[config.mk]
export PLATFORM = sky130hd
export DESIGN_NAME = controller_snes_multi
export DESIGN_NICKNAME = d
export VERILOG_FILES = /design/src/rtl/controller_snes_multi.sv
export SDC_FILE = /design/constraint.sdc
export NUM_CORES = 1
export LEC_CHECK = 0
export BUFFER_PORTS_ARGS = -buffer_cell sky130_fd_sc_hd__buf_2
export CAP_MARGIN = 20
export CORE_ASPECT_RATIO = 1.75
export CORE_MARGIN = 3
export CORE_UTILIZATION = 35
export DETAILED_ROUTE_END_ITERATION = 7
export PLACE_DENSITY = 0.61
export SLEW_MARGIN = 20
export SYNTH_ARGS = -nofsm -noshare
export SYNTH_HDL_FRONTEND = slang
export SYNTH_SLANG_ARGS = --single-unit
[constraint.sdc]
create_clock -name clk -period 2.21 [get_ports clk]
set_input_delay 0.5525 -clock clk [delete_from_list [all_inputs] [get_ports clk]]
set_output_delay 0.5525 -clock clk [all_outputs]
set_load 0.005 [all_outputs]
[src/rtl/controller_snes_multi.sv]
// Multi-port SNES / GameTank controller scanner: shared latch and clock lines,
// per-port serial data, results published atomically with a scan_done pulse.
module controller_snes_multi #(
  parameter int FREQ    = 21_500_000,
  parameter int PORTS   = 2,
  parameter int HALF_US = 6,
  parameter int WAIT_US = 16000,
  parameter int AUTO    = 1
) (
  input  logic                  clk,
  input  logic                  resetn,
  input  logic                  scan_req,
  output logic                  joy_strb,
  output logic                  joy_clk,
  input  logic [PORTS-1:0]      joy_data,
  output logic [12*PORTS-1:0]   buttons,
  output logic [PORTS-1:0]      present,
  output logic [PORTS-1:0]      is_gametank,
  output logic                  scan_done
);

  localparam int H       = (FREQ / 1_000_000) * HALF_US;
  localparam int W       = (FREQ / 1_000_000) * WAIT_US;
  localparam int CNT_MAX = (2 * H > W) ? 2 * H : W;
  localparam int CW      = $clog2(CNT_MAX + 1);

  localparam logic [CW-1:0] CNT_ONE   = CW'(1);
  localparam logic [CW-1:0] LATCH_END = CW'(2 * H);
  localparam logic [CW-1:0] HALF_END  = CW'(H - 1);
  localparam logic [CW-1:0] WAIT_END  = CW'(W - 1);
  localparam logic [4:0]    LAST_BIT  = 5'd16;

  typedef enum logic [2:0] {
    S_IDLE     = 3'd0,
    S_LATCH    = 3'd1,
    S_CLK_HIGH = 3'd2,
    S_CLK_LOW  = 3'd3,
    S_WAIT     = 3'd4
  } state_t;

  localparam state_t RESET_STATE = (AUTO != 0) ? S_LATCH : S_IDLE;

  // Inverted sample vector: bit 16 = presence, bits 15..12 nonzero = GameTank.
  function automatic logic is_gt_pad(input logic [16:0] s);
    return s[16] & (|s[15:12]);
  endfunction

  function automatic logic [11:0] decode_buttons(input logic [16:0] s);
    logic [11:0] b;
    if (!s[16]) begin
      b = 12'h000;
    end else if (|s[15:12]) begin
      b = {4'h0, s[7:0]};
    end else begin
      b = s[11:0];
    end
    return b;
  endfunction

  state_t                   state_q, state_d;
  logic [CW-1:0]            cnt_q, cnt_d;
  logic [4:0]               bit_q, bit_d;
  logic                     strb_q, strb_d;
  logic                     jclk_q, jclk_d;
  logic                     done_q, done_d;
  logic [PORTS-1:0][16:0]   shift_q, shift_d;
  logic [12*PORTS-1:0]      buttons_q, buttons_d;
  logic [PORTS-1:0]         present_q, present_d;
  logic [PORTS-1:0]         gt_q, gt_d;

  // Next-state, line timing, sampling and result publication.
  always_comb begin
    state_d   = state_q;
    cnt_d     = cnt_q;
    bit_d     = bit_q;
    strb_d    = 1'b0;
    jclk_d    = 1'b1;
    done_d    = 1'b0;
    shift_d   = shift_q;
    buttons_d = buttons_q;
    present_d = present_q;
    gt_d      = gt_q;

    case (state_q)
      S_IDLE: begin
        if ((AUTO == 0) && scan_req) begin
          state_d = S_LATCH;
          cnt_d   = '0;
        end else begin
          state_d = S_IDLE;
        end
      end
      S_LATCH: begin
        if (cnt_q == LATCH_END) begin
          state_d = S_CLK_HIGH;
          cnt_d   = '0;
          bit_d   = 5'd0;
        end else begin
          strb_d = 1'b1;
          cnt_d  = cnt_q + CNT_ONE;
        end
      end
      S_CLK_HIGH: begin
        if (cnt_q == HALF_END) begin
          jclk_d  = 1'b0;
          cnt_d   = '0;
          state_d = S_CLK_LOW;
          for (int p = 0; p < PORTS; p++) begin
            shift_d[p] = {~joy_data[p], shift_q[p][16:1]};
          end
        end else begin
          cnt_d = cnt_q + CNT_ONE;
        end
      end
      S_CLK_LOW: begin
        if (cnt_q == HALF_END) begin
          cnt_d = '0;
          if (bit_q == LAST_BIT) begin
            // The 17th sample is already in shift_q, so every port updates together here.
            done_d = 1'b1;
            for (int p = 0; p < PORTS; p++) begin
              buttons_d[12*p +: 12] = decode_buttons(shift_q[p]);
              present_d[p]          = shift_q[p][16];
              gt_d[p]               = is_gt_pad(shift_q[p]);
            end
            state_d = (AUTO != 0) ? S_WAIT : S_IDLE;
          end else begin
            bit_d   = bit_q + 5'd1;
            state_d = S_CLK_HIGH;
          end
        end else begin
          jclk_d = 1'b0;
          cnt_d  = cnt_q + CNT_ONE;
        end
      end
      S_WAIT: begin
        if (cnt_q == WAIT_END) begin
          state_d = S_LATCH;
          cnt_d   = '0;
        end else begin
          cnt_d = cnt_q + CNT_ONE;
        end
      end
      default: begin
        state_d = RESET_STATE;
        cnt_d   = '0;
        bit_d   = 5'd0;
      end
    endcase
  end

  // State and output registers.
  always_ff @(posedge clk or negedge resetn) begin
    if (!resetn) begin
      state_q   <= RESET_STATE;
      cnt_q     <= '0;
      bit_q     <= 5'd0;
      strb_q    <= 1'b0;
      jclk_q    <= 1'b1;
      done_q    <= 1'b0;
      shift_q   <= '0;
      buttons_q <= '0;
      present_q <= '0;
      gt_q      <= '0;
    end else begin
      state_q   <= state_d;
      cnt_q     <= cnt_d;
      bit_q     <= bit_d;
      strb_q    <= strb_d;
      jclk_q    <= jclk_d;
      done_q    <= done_d;
      shift_q   <= shift_d;
      buttons_q <= buttons_d;
      present_q <= present_d;
      gt_q      <= gt_d;
    end
  end

  assign joy_strb    = strb_q;
  assign joy_clk     = jclk_q;
  assign scan_done   = done_q;
  assign buttons     = buttons_q;
  assign present     = present_q;
  assign is_gametank = gt_q;

endmodule

Word-level counts from Yosys, hierarchy flattened
Index checks and enable logic that the tools add are counted.
- bits in registers: 92
- latch bits: 0
- RAM bits: 0
- bits in read-only memories: 0
- input bits: 5
- output and inout bits: 31
- memories kept: 0
- add/subtract/negate cells: 2
- $mul: 0
- divide/modulo/power cells: 0
- order comparisons: 0
- equal/unequal tests: 13
- shift-type cells: 0
- mux-type cells: 26
- bitwise operators: 5
- reductions and logical operators: 9
- operators by type and width (kind ; number):
    one-hot mux 19 bit (4 select lines) ; 1
    2-to-1 mux 19 bit ; 3
    2-to-1 mux 12 bit ; 4
    adder 19 x 1 -> 19 bit (second input constant) ; 1
    == test 19 bit (second input constant) ; 1
    == test 19 x 7 -> 1 bit (second input constant) ; 1
    == test 19 x 8 -> 1 bit (second input constant) ; 1
    2-to-1 mux 3 bit ; 5
    2-to-1 mux 5 bit ; 3
    one-hot mux 3 bit (5 select lines) ; 1
    one-hot mux 5 bit (3 select lines) ; 1
    inequality test 2 bit (second input constant) ; 5
    AND reduction 4 bit ; 2
    OR reduction 4 bit ; 2
    2-to-1 mux 1 bit ; 7
    == test 3 x 2 -> 1 bit (second input constant) ; 2
    adder 5 x 1 -> 5 bit (second input constant) ; 1
    == test 5 bit (second input constant) ; 1
    == test 3 x 1 -> 1 bit (second input constant) ; 1
    == test 3 bit (second input constant) ; 1
    zero test 3 bit ; 1
    NOT 1 bit ; 3
    AND reduction 3 bit ; 1
    OR reduction 3 bit ; 1
    other kinds (4) ; 5

Logic depth before layout (Yosys ltp)
- word-level depth: 4
- mapped depth: 8
- depth with buffers taken out: 7

Worst setup path before layout
Ideal clock, no wire load.
- path kind: reg-to-reg
- from: reg cnt_q[10]
- to: reg shift_q[0] in the netlist's numbering
- setup time: 125 ps
- arrival time: 1867 ps
- required time: 2085 ps
- slack: 218 ps
- cell stages (with the launch flop): 7
- path buffers: 2
- period minus slack after synthesis: 1992 ps
- cells stage by stage: dfrtp_1 -> nor4_4 -> and4_4 -> and4b_1 -> buf_4 -> buf_4 -> mux2_2
- cells in the longest elaborated chain, start to end: 2
- RTL lines (item ; RTL line ; source):
    start: declaration ; 61 ; logic [CW-1:0] cnt_q, cnt_d;
    start signal: assignment ; 167 ; cnt_q <= cnt_d;
    == test 19 x 7 -> 1 bit ; 104 ; if (cnt_q == HALF_END) begin
    AND reduction 2 bit (no source line) ; - ;
    end signal: assignment ; 172 ; shift_q <= shift_d;
    end: declaration ; 66 ; logic [PORTS-1:0][16:0] shift_q, shift_d;
Every way passes these cells.
A chain may end at the register's enable or synchronous reset.

Worst setup path after layout
- from: reg cnt_q[10]
- to: reg cnt_q[1]
- cells in the longest elaborated chain, start to end: 3
- RTL lines (item ; RTL line ; source):
    == test 19 bit, or another cell as far along ; 137 ; if (cnt_q == WAIT_END) begin
    2-to-1 mux 19 bit, on equally long branches ; - ;
    one-hot mux 19 bit (4 select lines) * ; 84 ; case (state_q)
Every way passes the cells marked *; elsewhere a longest branch is shown, timed or not.

==> impl_metrics.env <==
export IMPL_status="complete, no violations"
export IMPL_fin_skew_ns=0.008570
export IMPL_numClockSinks=92
export IMPL_start_util=0.3629
export IMPL_yosys_warnings=0
export IMPL_r2r_slack_ns=0.09
export IMPL_p_leak_nw=2.427
export IMPL_die_w_um=90.80
export IMPL_path_buf_inv=1
export IMPL_slowest_stage="dfrtp_1"
export IMPL_n_antenna_cell=0
export IMPL_overflow=0
export IMPL_synth_area_um2=4404
export IMPL_holdWs_ns=0.01340
export IMPL_ant_nets=0
export IMPL_cts_clk_slew_worst_paths_ns=0.07
export IMPL_synth_edf_count=0
export IMPL_syn_area_per_cell_um2=10.49
export IMPL_grt_pass1_wl_um=15600
export IMPL_fp_coreArea_um2=12140
export IMPL_vias_per_cell=5.029
export IMPL_antenna_found_initial=0
export IMPL_critPathLaunchType="register"
export IMPL_tightestPinTransition_ns=0.5032
export IMPL_drcViolationCount=0
export IMPL_yosysSeqAreaShare=0.5233
export IMPL_grt_max_degree=68
export IMPL_min_path_type="in2async"
export IMPL_syn_num_nets=430
export IMPL_path_max_fanout=7
export IMPL_dieHeight_um=154.4
export IMPL_crit_required_ns=2.45
export IMPL_first_pass_iters=4
export IMPL_synth_flop_cell="dfrtp_1"
export IMPL_cts_tree="yes"
export IMPL_max_stage_delay_ns=0.41
export IMPL_fin_nets=485
export IMPL_grt_use_total=0.1367
export IMPL_cts_buffer_depth=2
export IMPL_vias=3244
export IMPL_io_pins=36
export IMPL_power_total_w=0.003206
export IMPL_place_area_um2=4930
export IMPL_power_density_nw_per_um2=611.0
export IMPL_postSynth_asyncResetShare=1.000
export IMPL_numCtsBuffers=9
export IMPL_rsz0062_at_grt="no"
export IMPL_max_cap_violations=0
export IMPL_crit_family="simple AND/OR/NAND/NOR gates"
export IMPL_relSlewSlack=0.6645
export IMPL_fin_cells=645
export IMPL_wl_per_cell_um=14.02
export IMPL_portBuffers=34
export IMPL_reg2reg_from="cnt_q[10]$_DFFE_PN0N_"
export IMPL_dp_cells=628
export IMPL_setup_viol=0
export IMPL_drtIter0Drc=129
export IMPL_fill_cells=1189
export IMPL_reg2reg_to="cnt_q[1]$_DFFE_PN0N_"
export IMPL_num_rows=53
export IMPL_cp_cell_sequence="nor4_4 -> and4_4 -> a31oi_2 -> buf_4 -> or3_4 -> a22o_1"
export IMPL_worstSetupPathType="reg2reg"
export IMPL_design_area_um2=5248
export IMPL_place_congestion=0.8483
export IMPL_ys_ff_latch=92
export IMPL_area_growth_pct=19.15
export IMPL_cts_root_buffer="clkbuf_16"
export IMPL_timing_final_crit_share=0.9588
export IMPL_dp_hpwl_um=6468
export IMPL_drive_gt1_frac=0.2813
export IMPL_r2r_cells=6
export IMPL_wirelength_um=9046
export IMPL_hold_violations=0
export IMPL_cts_htree_levels=3
export IMPL_maxSlewViolCount=0
export IMPL_arrival_ns=2.36
export IMPL_end_kind="register"
export IMPL_first_global_vias=3291
export IMPL_die_area_um2=14020
export IMPL_fin_crit_ns=2.119
export IMPL_syn_instance_count=420
export IMPL_fmax_ghz=0.4719
export IMPL_clk_latency_ns=0.34
export IMPL_ys_types=51
export IMPL_vdd_drop_max_mv=0.5306
## flip-flops by register name, indices dropped and copies added (netlist names)
signal       flops
scan_done        1
present          2
buttons         24
joy_strb         1
joy_clk          1
state_q          3
shift_q         34
bit_q            5
cnt_q           19
is_gametank      2
## metrics by stage
step	TNS, ns	setup slack [ns]	utilization
6_report	0	0.09110	0.4324
5_1_grt	0	0.02806	0.4324
4_1_cts	0	0.06913	0.4313
3_5_place_dp	-2.803	-0.2349	0.4062
3_3_place_gp	-2.058	-0.1656	0.4062
2_1_floorplan	0	0.2182	-
## kinds of logic after synthesis
family | Yosys count | share of synthesized area
compound gates | 85 | 0.1261
fa+ha+maj | 5 | 0.01420
buf+inv | 37 | 0.04631
flops | 92 | 0.5233
mux | 36 | 0.09091
simple gates | 165 | 0.1991
## report_power, final
part / leakage, nW / switching [W] / internal, W / total, W
clock: 0.140 / 0.000696 / 0.000787 / 0.00148
combinational: 1.02 / 0.0000330 / 0.00000734 / 0.0000403
sequential: 1.27 / 0 / 0.00168 / 0.00168
## layout make-up
cell class / instances / area [µm²] / area share
well taps: 165 / 206.4 / 0.03934
repair buffers: 69 / 498.0 / 0.09490
clock inverters: 6 / 55.05 / 0.01049
inverters: 12 / 45.04 / 0.008584
multi-input cells: 291 / 1909 / 0.3639
clock buffers: 10 / 229.0 / 0.04363
flip-flops and latches: 92 / 2305 / 0.4392
## cell usage after synthesis (7+ instances only)
master / number / area [µm²]
nand2_1: 67 / 251.5
mux2_2: 32 / 360.4
clkbuf_1: 11 / 41.29
and2_1: 8 / 50.05
a21oi_1: 7 / 35.03
dfrtp_1: 90 / 2252
inv_1: 12 / 45.04
nand4_1: 7 / 43.79
o21ai_1: 25 / 125.1
nor2_1: 20 / 75.07
nand3_1: 14 / 70.07
o21ai_0: 25 / 125.1
nor3_1: 13 / 65.06
## what timing repair did
action,4_1_cts,5_1_grt
gates resized for setup,1,2
endpoints found under the setup margin,17,12
setup buffers,1,0
hold buffers,0,0
pin swaps,1,0
## metal layers
metal  global-route usage  routed length [µm]  vias to the layer above  share of wire
li1                     -                   -                     1601              -
met1               0.1411                3555                     1569           0.39
met2               0.2563                4964                       60           0.55
met3              0.02822                 296                       14          0.033
met4              0.07122                 231                        0          0.026
met5                    0                   0                        -              0
## worst max path at each step
stage,start,depth (start not counted),endpoint,slack [ns]
floorplan,cnt_q[10]$_DFFE_PN0N_,6,shift_q[0]$_DFFE_PN0P_,0.22
global placement,cnt_q[10]$_DFFE_PN0N_,5,cnt_q[2]$_DFFE_PN0N_,-0.17
detailed placement,cnt_q[10]$_DFFE_PN0N_,5,cnt_q[2]$_DFFE_PN0N_,-0.23
CTS,cnt_q[13]$_DFFE_PN0N_,7,is_gametank[1]$_DFFE_PN0P_,0.07
global route,cnt_q[10]$_DFFE_PN0N_,6,cnt_q[1]$_DFFE_PN0N_,0.03
finish,cnt_q[10]$_DFFE_PN0N_,6,cnt_q[1]$_DFFE_PN0N_,0.09
## cell usage in the layout (no fill, tap or decap), drive strengths merged, types with 8 or more instances in the layout
| master | n |
|---|---|
| dfrtp | 90 |
| buf | 69 |
| nand2 | 67 |
| o21ai | 50 |
| mux2 | 32 |
| nor2 | 20 |
| inv | 16 |
| nand3 | 15 |
| nor3 | 15 |
| clkbuf | 10 |
| nor4 | 9 |
| and2 | 8 |
| nand4 | 8 |
Note: power is estimated with default switching activity, not from simulation.
